--- config.mk ---
export PLATFORM = sky130hd
export DESIGN_NAME = mhp_frame_parser
export DESIGN_NICKNAME = d
export VERILOG_FILES = /design/src/rtl/mhp_pkg.sv /design/src/rtl/mhp_frame_parser.sv
export SDC_FILE = /design/constraint.sdc
export NUM_CORES = 1
export LEC_CHECK = 0
export CORE_MARGIN = 3
export CORE_UTILIZATION = 38
export CTS_BUF_LIST = sky130_fd_sc_hd__clkbuf_4 sky130_fd_sc_hd__clkbuf_8 sky130_fd_sc_hd__clkbuf_16
export DETAILED_ROUTE_END_ITERATION = 7
export PLACE_DENSITY = 0.6
export SYNTH_ARGS = -nofsm -noshare
export SYNTH_HDL_FRONTEND = slang
export SYNTH_SLANG_ARGS = --single-unit
--- constraint.sdc ---
create_clock -name i_clk -period 7.1 [get_ports i_clk]
set_clock_uncertainty 0.15 [all_clocks]
set_input_delay 2.13 -clock i_clk [delete_from_list [all_inputs] [get_ports i_clk]]
set_output_delay 2.13 -clock i_clk [all_outputs]
set_load 0.02 [all_outputs]
--- src/rtl/mhp_pkg.sv ---
// mhp_pkg: constants, header layout and state encoding shared by the MHP frame
// parser and the frame assembly block.
package mhp_pkg;

  localparam int          HDR_LEN             = 7;
  localparam logic [15:0] BCAST_ADDR          = 16'hFFFF;
  localparam int          MAX_PAYLOAD_DEFAULT = 42;

  // Header byte offsets on the wire, MSB of each 16-bit field first.
  localparam int OFF_DST_HI  = 0;
  localparam int OFF_DST_LO  = 1;
  localparam int OFF_SRC_HI  = 2;
  localparam int OFF_SRC_LO  = 3;
  localparam int OFF_SIZE_HI = 4;
  localparam int OFF_SIZE_LO = 5;
  localparam int OFF_DIRTYPE = 6;

  localparam logic [6:0] TYPE_ADDR_REQ = 7'h03;
  localparam logic [6:0] TYPE_ADDR_ACK = 7'h04;
  localparam logic [6:0] TYPE_DATA     = 7'h10;

  typedef enum logic [2:0] {
    ST_IDLE    = 3'd0,
    ST_HDR     = 3'd1,
    ST_PAYLOAD = 3'd2,
    ST_DONE    = 3'd3,
    ST_HOLD    = 3'd4,
    ST_DRAIN   = 3'd5
  } state_e;

endpackage

--- src/rtl/mhp_frame_parser.sv ---
// mhp_frame_parser: reads bytes from the RX FIFO, deserialises one MHP frame and
// presents it on valid/ack. Define MHP_FRAME_PARSER_CSUM_EN for a trailing XOR checksum.
//
// Handshakes: o_rreq is raised only while i_rready=1 and the byte arrives on
// i_rdata the next cycle; o_valid stays high with stable fields until i_ack.
module mhp_frame_parser
  import mhp_pkg::*;
#(
  parameter logic [15:0] MY_ADDR        = 16'h0000,
  parameter int          MAX_PAYLOAD    = MAX_PAYLOAD_DEFAULT,
  parameter int          TIMEOUT_CYCLES = 500
) (
  input  logic                     i_clk,
  input  logic                     i_rst,
  input  logic [7:0]               i_rdata,
  input  logic                     i_rready,
  output logic                     o_rreq,
  output logic                     o_valid,
  input  logic                     i_ack,
  output logic [15:0]              o_dst,
  output logic [15:0]              o_src,
  output logic [15:0]              o_size,
  output logic                     o_dir,
  output logic [6:0]               o_type,
  output logic [8*MAX_PAYLOAD-1:0] o_payload,
  output logic [7:0]               o_rx_count,
  output logic [7:0]               o_drop_count
);

`ifdef MHP_FRAME_PARSER_CSUM_EN
  localparam int TRAILER_LEN = 1;
`else
  localparam int TRAILER_LEN = 0;
`endif
  localparam logic [16:0] BASE_LIMIT = 17'(HDR_LEN + TRAILER_LEN);

  state_e      state;
  logic [15:0] req_cnt;
  logic [15:0] cap_cnt;
  logic        rd_pend;
  logic [9:0]  to_cnt;
  logic [16:0] limit;
  logic [15:0] pay_idx;
  logic        in_frame;
  logic        timeout_hit;
  logic        frame_ok;

`ifdef MHP_FRAME_PARSER_CSUM_EN
  logic [7:0] csum;
  logic       csum_ok;
  assign frame_ok = ((o_dst == MY_ADDR) || (o_dst == BCAST_ADDR)) && csum_ok;
`else
  assign frame_ok = (o_dst == MY_ADDR) || (o_dst == BCAST_ADDR);
`endif

  // Until the size field is complete only the header may be requested.
  always_comb begin
    limit = BASE_LIMIT;
    if (cap_cnt > 16'(OFF_SIZE_LO)) limit = BASE_LIMIT + {1'b0, o_size};
  end

  assign in_frame    = (state == ST_HDR) || (state == ST_PAYLOAD);
  assign timeout_hit = in_frame && !rd_pend && (to_cnt == 10'(TIMEOUT_CYCLES - 1));
  assign pay_idx     = cap_cnt - 16'(HDR_LEN);

  always_comb begin
    o_rreq = 1'b0;
    if (!i_rst && i_rready) begin
      case (state)
        ST_IDLE, ST_DRAIN:   o_rreq = 1'b1;
        ST_HDR, ST_PAYLOAD:  o_rreq = ({1'b0, req_cnt} < limit) && !timeout_hit;
        default:             o_rreq = 1'b0;
      endcase
    end
  end

  always_ff @(posedge i_clk) begin
    if (i_rst) begin
      state        <= ST_IDLE;
      req_cnt      <= '0;
      cap_cnt      <= '0;
      rd_pend      <= 1'b0;
      to_cnt       <= '0;
      o_valid      <= 1'b0;
      o_dst        <= '0;
      o_src        <= '0;
      o_size       <= '0;
      o_dir        <= 1'b0;
      o_type       <= '0;
      o_payload    <= '0;
      o_rx_count   <= '0;
      o_drop_count <= '0;
`ifdef MHP_FRAME_PARSER_CSUM_EN
      csum         <= '0;
      csum_ok      <= 1'b0;
`endif
    end else begin
      rd_pend <= o_rreq;
      case (state)
        ST_IDLE: begin
          if (o_rreq) begin
            state     <= ST_HDR;
            req_cnt   <= 16'd1;
            cap_cnt   <= '0;
            to_cnt    <= '0;
            o_payload <= '0;
`ifdef MHP_FRAME_PARSER_CSUM_EN
            csum      <= '0;
            csum_ok   <= 1'b0;
`endif
          end
        end
        ST_HDR, ST_PAYLOAD: begin
          if (o_rreq) req_cnt <= req_cnt + 16'd1;
          if (rd_pend) begin
            to_cnt  <= '0;
            cap_cnt <= cap_cnt + 16'd1;
`ifdef MHP_FRAME_PARSER_CSUM_EN
            if (state == ST_PAYLOAD && pay_idx == o_size) csum_ok <= (csum == i_rdata);
            else csum <= csum ^ i_rdata;
`endif
            if (state == ST_HDR) begin
              case (cap_cnt)
                16'(OFF_DST_HI):  o_dst[15:8]     <= i_rdata;
                16'(OFF_DST_LO):  o_dst[7:0]      <= i_rdata;
                16'(OFF_SRC_HI):  o_src[15:8]     <= i_rdata;
                16'(OFF_SRC_LO):  o_src[7:0]      <= i_rdata;
                16'(OFF_SIZE_HI): o_size[15:8]    <= i_rdata;
                16'(OFF_SIZE_LO): o_size[7:0]     <= i_rdata;
                default:          {o_dir, o_type} <= i_rdata;
              endcase
              if (cap_cnt == 16'(OFF_DIRTYPE)) begin
                if (o_size > 16'(MAX_PAYLOAD))                   state <= ST_DRAIN;
                else if (o_size == 16'd0 && TRAILER_LEN == 0)   state <= ST_DONE;
                else                                             state <= ST_PAYLOAD;
              end
            end else begin
              for (int k = 0; k < MAX_PAYLOAD; k++) begin
                if (pay_idx == 16'(k) && pay_idx < o_size) o_payload[8*k +: 8] <= i_rdata;
              end
              if ({1'b0, cap_cnt} == limit - 17'd1) state <= ST_DONE;
            end
          end else if (timeout_hit) begin
            state        <= ST_IDLE;
            o_drop_count <= o_drop_count + 8'd1;
          end else begin
            to_cnt <= to_cnt + 10'd1;
          end
        end
        ST_DONE: begin
          if (frame_ok) begin
            o_valid    <= 1'b1;
            o_rx_count <= o_rx_count + 8'd1;
            state      <= ST_HOLD;
          end else begin
            o_drop_count <= o_drop_count + 8'd1;
            state        <= ST_IDLE;
          end
        end
        ST_HOLD: begin
          if (i_ack) begin
            o_valid   <= 1'b0;
            o_payload <= '0;
            state     <= ST_IDLE;
          end
        end
        ST_DRAIN: begin
          // The byte still in flight when i_rready falls is simply discarded.
          if (!i_rready) begin
            o_drop_count <= o_drop_count + 8'd1;
            state        <= ST_IDLE;
          end
        end
        default: state <= ST_IDLE;
      endcase
    end
  end

endmodule

==> run summary, run 1 <==
most common cell after layout, fill and taps aside: dfxtp_1
Final Max Slew Viols: 0
Initial DRC Count: 1,520
Final Cycle Share: 93.61%
final hold vios: 0
CTS sink cnt: 455
syn nets: 2,511
H-Tree Depth: 2
met1 global-route usage: 33.70%
Top FF cell, synth: dfxtp_1
CTS tree: built
Final Critical Period: 6.647 ns
first-pass GRT wire length: 115,400 µm
met2 Track Usage GR: 42.24%
largest net degree at the start of global routing: 103
Core ar.: 51,920 µm²
gr usage total: 26.14%
setup violators final: 0
Max Clk Rate: 0.1505 GHz
Synth cell types: 68
Psw: 1.867 mW
Min-Delay Path Class: flip-flop to flip-flop
syn avg cell area: 8.219 µm²
area occupied by multi-input gates: 10,200 µm²
I/O pins: 422
die height: 236.5 µm
Layout Utilization: 51.34%
Chip Width: 236.5 µm
Comb pwr share: 15.1%
RD Place Congestion: 0.9661
vias after detailed routing: 19,870
VDD IR max: 0.1701 mV
vias in the first global route: 18,870
Clock Tree Buf Depth: 3
1st-pass router iterations: 7
crit path launch type: flip-flop
Sequential Area: 9110 µm²
Final nets: 2,819
crit path max fanout: 8
Async S/R FF share, synth: 0%
P_int: 4.370 mW
number of synthesized flops with an enable pin: 0
Worst EP required: 4.82 ns
most frequent cells in the layout: dfxtp_1, nand3_1, clkdlybuf4s50_1
Clock power frac: 43.3%
total power: 6.237 mW
TNS Setup: 0 ns
Starting Density: 38.88%
critical path endpoint category: output port
crit path DAT: 4.37 ns
I/O Buffers: 421
hold buffers post-CTS: 0
MaxCap Viol Count: 0
initial antenna violation count: 0
row cnt: 83
Remaining Overflow, GRT: 0
Fill cells: 4,916
clk slew on worst S/H paths: 0.06 ns
Die ar.: 55,930 µm²
WS Path Type: flip-flop to output port
Synth Warn #: 0
measured slew at the worst slew-check pin: 1.319 ns
layout cells sized above 1: 6.926%
CTS Buf Count: 50
GRT met3 Usage: 6.243%
DRC viols: 0
Cells after DPL: 3,391
Routed Antenna Nets: 0
wire per inst: 22.16 µm
ant diodes: 0
Clk Tree Root Cell: clkbuf_16
FF+latch count, synth: 455
Synth Instances: 2,456
post-synthesis sequential area ratio: 45.12%
status: finished, final reports clean
Skew-Pair Late Insertion Delay: 0.58 ns
DRT Wirelength: 77,130 µm
Via density: 5.707
RSZ-0062 raised after global routing: false
GR peak layer: met2
Switching Share: 29.93%
Area Growth Syn to Fin: 32.05%
fin cells: 3,481
Cell Area, Synth: 20,190 µm²
PD cells: 234.0 nW/µm²
headroom to the max-slew limit: 11.24%
P_leak: 8.975 nW
sequential share of power: 41.5%
dpl hpwl: 53,930 µm
[kinds of logic (layout without fill, tap and decap cells)]
logic type | Yosys count | count (layout) | synth area share, %
AND/OR/NAND/NOR | 1078 | 1078 | 27.33
AO/OA/AOI/OAI | 506 | 506 | 14.48
flip-flops | 455 | 455 | 45.12
buffers and inverters | 257 | 602 | 4.940
XOR/XNOR | 89 | 89 | 4.066
adder cells (fa/ha/maj) | 44 | 44 | 2.715
multiplexers | 27 | 27 | 1.351
[metal layers]
layer / up-vias / routed length [µm]
li1: 9385 / -
met1: 9586 / 32760
met2: 733 / 35270
met3: 161 / 5884
met4: 0 / 3218
met5: - / 0
[timing repair]
item,CTS,global route
gates resized for setup,1,3
pin swaps,0,1
setup buffers,0,1
cloned,0,0
hold endpoints to repair,0,0
endpoints found under the setup margin,1,1
[worst max-delay path, stage by stage, from the launching register on]
cell            delay, ns
dfxtp_1              0.33
inv_1                0.10
ha_1                 0.30
nor2b_1              0.19
buf_4                0.20
or3_1                0.33
and2_0               0.29
or2_2                0.33
ha_1                 0.29
a21oi_1              0.13
nor2b_1              0.06
o21ai_0              0.16
a41o_1               0.30
and2_1               0.19
o221ai_1             0.14
a21oi_1              0.17
dlymetal6s2s_1       0.25
[path summary, 6_finish.rpt]
kind | startpoint | end | slack, ns | depth (start not counted)
setup / recovery | o_size[0]$_SDFFE_PP0P_ | o_rreq | 0.45 | 16
setup reg to reg | cap_cnt[4]$_SDFFE_PP0P_ | o_payload[210]$_SDFFE_PP0P_ | 1.11 | 14
hold reg to reg | o_src[7]$_SDFFE_PP0P_ | o_src[7]$_SDFFE_PP0P_ | 0.31 | 2
hold / removal | o_src[7]$_SDFFE_PP0P_ | o_src[7]$_SDFFE_PP0P_ | 0.31 | 2
[power groups by stage]
stage	sequential, mW	combinational, mW	clock [mW]
2_1_floorplan	2.64	0.587	0
3_3_place_gp	2.65	0.923	0
3_5_place_dp	2.65	0.926	0
4_1_cts	2.59	0.927	2.76
5_1_grt	2.59	1.01	2.84
6_report	2.59	0.944	2.70
[sequential cells by signal (all words and copies together) (netlist names)]
signal and cells:
o_drop_count 8, o_dir 1, o_valid 1, o_src 16
to_cnt 10, o_payload 336, cap_cnt 16, o_type 7
o_size 16, rd_pend 1, o_dst 16, state 3
o_rx_count 8, req_cnt 16
[cell usage after synthesis, types with 3 or more instances]
master	number	area [µm²]
nor2b_1	29	181.4
or4b_2	10	100.1
a211oi_1	5	37.54
a21o_1	10	75.07
nor3b_1	28	210.2
o21ai_1	3	15.01
or3_1	14	87.58
dfxtp_1	455	9109
nor4_1	29	181.4
nand4_1	32	200.2
or4_1	31	232.7
xor2_1	36	315.3
nor4bb_1	4	40.04
and2_1	9	56.30
nor3_1	26	130.1
o31ai_1	8	60.06
o21a_1	9	67.56
o211ai_1	4	30.03
nand3_1	449	2247
a21oi_1	155	775.7
and3_1	45	281.5
and4_1	8	70.07
buf_1	32	120.1
mux2i_1	25	250.2
xnor2_1	50	437.9
nor4_2	4	50.05
ha_1	43	538.0
a221o_1	26	260.3
or2_2	9	56.30
buf_2	14	70.07
nor2_1	115	431.7
clkbuf_1	175	656.9
nand2b_1	5	31.28
nand2_1	220	825.8
o21ai_0	215	1076
a31oi_1	47	294.0
a311oi_1	3	26.28
inv_1	33	123.9
xnor3_1	3	67.56
[layout make-up]
cell class              count  area share (%)
multi-input cells        1744           38.27
flip-flops and latches    455           34.18
repair buffers            479           17.50
clock buffers              66           5.309
well taps                 680           3.192
clock inverters            23           1.075
inverters                  34          0.4788
[through the flow]
step           hold WS, ns  setup WS [ns]  cell area (µm²)
2_1_floorplan       0.2896         0.9638            20190
5_1_grt             0.3230         0.1508            26660
6_report            0.3067         0.4534            26660
3_3_place_gp        0.2948         0.5768            24930
3_5_place_dp        0.2999         0.5263            24930
4_1_cts             0.3074        0.02411            26640
Power figures use the tool's default switching activity.
==> inputs of run 2 (changes only) <==
==> constraint.sdc (replaced) <==
create_clock -name i_clk -period 7.6 [get_ports i_clk]
set_clock_uncertainty 0.15 [all_clocks]
set_input_delay 2.28 -clock i_clk [delete_from_list [all_inputs] [get_ports i_clk]]
set_output_delay 2.28 -clock i_clk [all_outputs]
set_load 0.02 [all_outputs]
==> run 2 against run 1 <==
  * Sequential power down 6%
  * Wire length decreased by 0.67%
  * Global-route usage fell by 0.14 points
  * Critical path type unchanged
  * Largest cell class unchanged
==> run summary, run 2 (synthesis results as in run 1) <==
Clock Tree Buf Depth: 3
crit path DAT: 4.87 ns
RD Place Congestion: 0.8991
most frequent cells in the layout: dfxtp_1, nand3_1, clkdlybuf4s50_1
most frequent CP cell: a21oi_1
die height: 236.5 µm
row cnt: 83
Remaining Overflow, GRT: 0
WS Path Type: flip-flop to output port
Worst EP required: 5.17 ns
Final Critical Period: 7.298 ns
vias in the first global route: 18,740
Final Cycle Share: 96.03%
launch point of the critical path: cap_cnt[0]$_SDFFE_PP0P_
Min-Delay Path Class: flip-flop to flip-flop
wire per inst: 22.03 µm
Max Clk Rate: 0.1370 GHz
DRC viols: 0
crit path launch type: flip-flop
vias after detailed routing: 20,010
Die ar.: 55,930 µm²
layout cells sized above 1: 6.757%
H-Tree Depth: 2
first-pass GRT wire length: 115,500 µm
PD cells: 215.0 nW/µm²
final hold vios: 0
P_leak: 8.916 nW
Area Growth Syn to Fin: 31.70%
most flop-heavy register: o_payload
I/O pins: 422
Hold Slack: 0.3107 ns
MaxCap Viol Count: 0
FF-to-FF Start: cap_cnt[0]$_SDFFE_PP0P_
gr usage total: 26.00%
Routed Antenna Nets: 0
1st-pass router iterations: 7
I/O Buffers: 421
CTS Buf Count: 49
critical path endpoint category: output port
Final Max Slew Viols: 0
CTS sink cnt: 455
CTS tree: built
clk slew on worst S/H paths: 0.06 ns
DRT Wirelength: 76,610 µm
crit path max fanout: 13
measured slew at the worst slew-check pin: 1.288 ns
Final nets: 2,815
Clk Tree Root Cell: clkbuf_16
largest net degree at the start of global routing: 193
headroom to the max-slew limit: 14.11%
Via density: 5.753
max reg flops: 336
setup violators final: 0
Slowest-stage cell, CP: clkdlybuf4s50_1
VDD IR max: 0.1676 mV
status: finished, final reports clean
crit-path cells: inv_1 > ha_1 > buf_4 > nor2_1 > a21oi_1 > and3_1 > buf_4 > nor2_1 > ha_1 > a21o_1 > a21oi_1 > nor2b_1 > o31ai_1 > a41o_1 > and2_1 > o221ai_1 > a21oi_1 > clkdlybuf4s50_1
dpl hpwl: 53,010 µm
Skew-Pair Late Insertion Delay: 0.59 ns
Fill cells: 4,951
initial antenna violation count: 3
total power: 5.717 mW
Core ar.: 51,920 µm²
most common cell after layout, fill and taps aside: dfxtp_1
Hold Crit Start: o_src[3]$_SDFFE_PP0P_
Initial DRC Count: 1,497
Chip Width: 236.5 µm
Starting Density: 38.88%
CP peak stage delay: 0.63 ns
==> run 2: changes by cell type in the layout (fill, tap and decap cells not counted), sizes merged, moves of 2 or more <==
cell | before | now
buf | 59 | 56
bufinv | 6 | 2
clkbuf | 66 | 73
clkinv | 15 | 10
inv | 35 | 37
==> run 2: path summary, 6_finish.rpt <==
| kind | end | slack [ns] | cells past startpoint |
|---|---|---|---|
| setup reg to reg | state[0]$_SDFFE_PP0P_ | 2.26 | 17 |
| setup / recovery | o_rreq | 0.30 | 18 |
| hold / removal | o_src[3]$_SDFFE_PP0P_ | 0.31 | 2 |
| hold reg to reg | o_src[3]$_SDFFE_PP0P_ | 0.31 | 2 |
==> run 2: what timing repair did <==
action,4_1_cts,5_1_grt
pin swaps,0,1
cloned,0,0
hold buffers,0,0
endpoints found under the setup margin,1,1
endpoints found under the hold margin,0,0
gates resized for setup,1,1
setup buffers,0,2
==> run 2: routing by layer <==
metal	routed length [µm]	track usage, %
met5	0	0
met4	3034	9.804
met3	5833	6.522
met2	35620	42.58
met1	32130	33.06
==> run 2: per-stage QoR <==
step,area (µm²),std cells,util (%),setup slack [ns],setup TNS [ns]
floorplan,20190,2456,-,1.314,0
global placement,24900,3387,47.96,0.6994,0
detailed placement,24900,3387,47.96,0.6202,0
CTS,26570,3475,51.17,0.1230,0
global route,26580,3477,51.20,-0.0009699,-0.0009699
finish,26590,3478,51.20,0.3019,0
==> run 2: power breakdown <==
part | leakage [nW] | internal, mW | switching, mW | total [mW]
Sequential | 3.66 | 2.40 | 0.0317 | 2.43
Combinational | 4.41 | 0.154 | 0.686 | 0.840
Clock | 0.840 | 1.43 | 1.02 | 2.45
==> run 2: critical path, delay by kind of cell, from the launching register on <==
| family | cells | cell delay (ns) |
|---|---|---|
| AO/OA/AOI/OAI | 7 | 1.31 |
| buffers and inverters | 4 | 1.12 |
| AND/OR/NAND/NOR | 5 | 0.77 |
| flip-flops | 1 | 0.58 |
| adder cells (fa/ha/maj) | 2 | 0.48 |
==> run 2: final cells by class <==
type                       count  area (µm²)  area share (%)
multi-input combinational   1744       10190           38.34
sequential                   455        9110           34.27
timing repair buffer         476        4641           17.45
clock buffer                  73        1481           5.572
tap                          680       850.8           3.200
clock inverter                15       180.2          0.6777
inverter                      34       127.6          0.4800
antenna                        1       2.502        0.009412
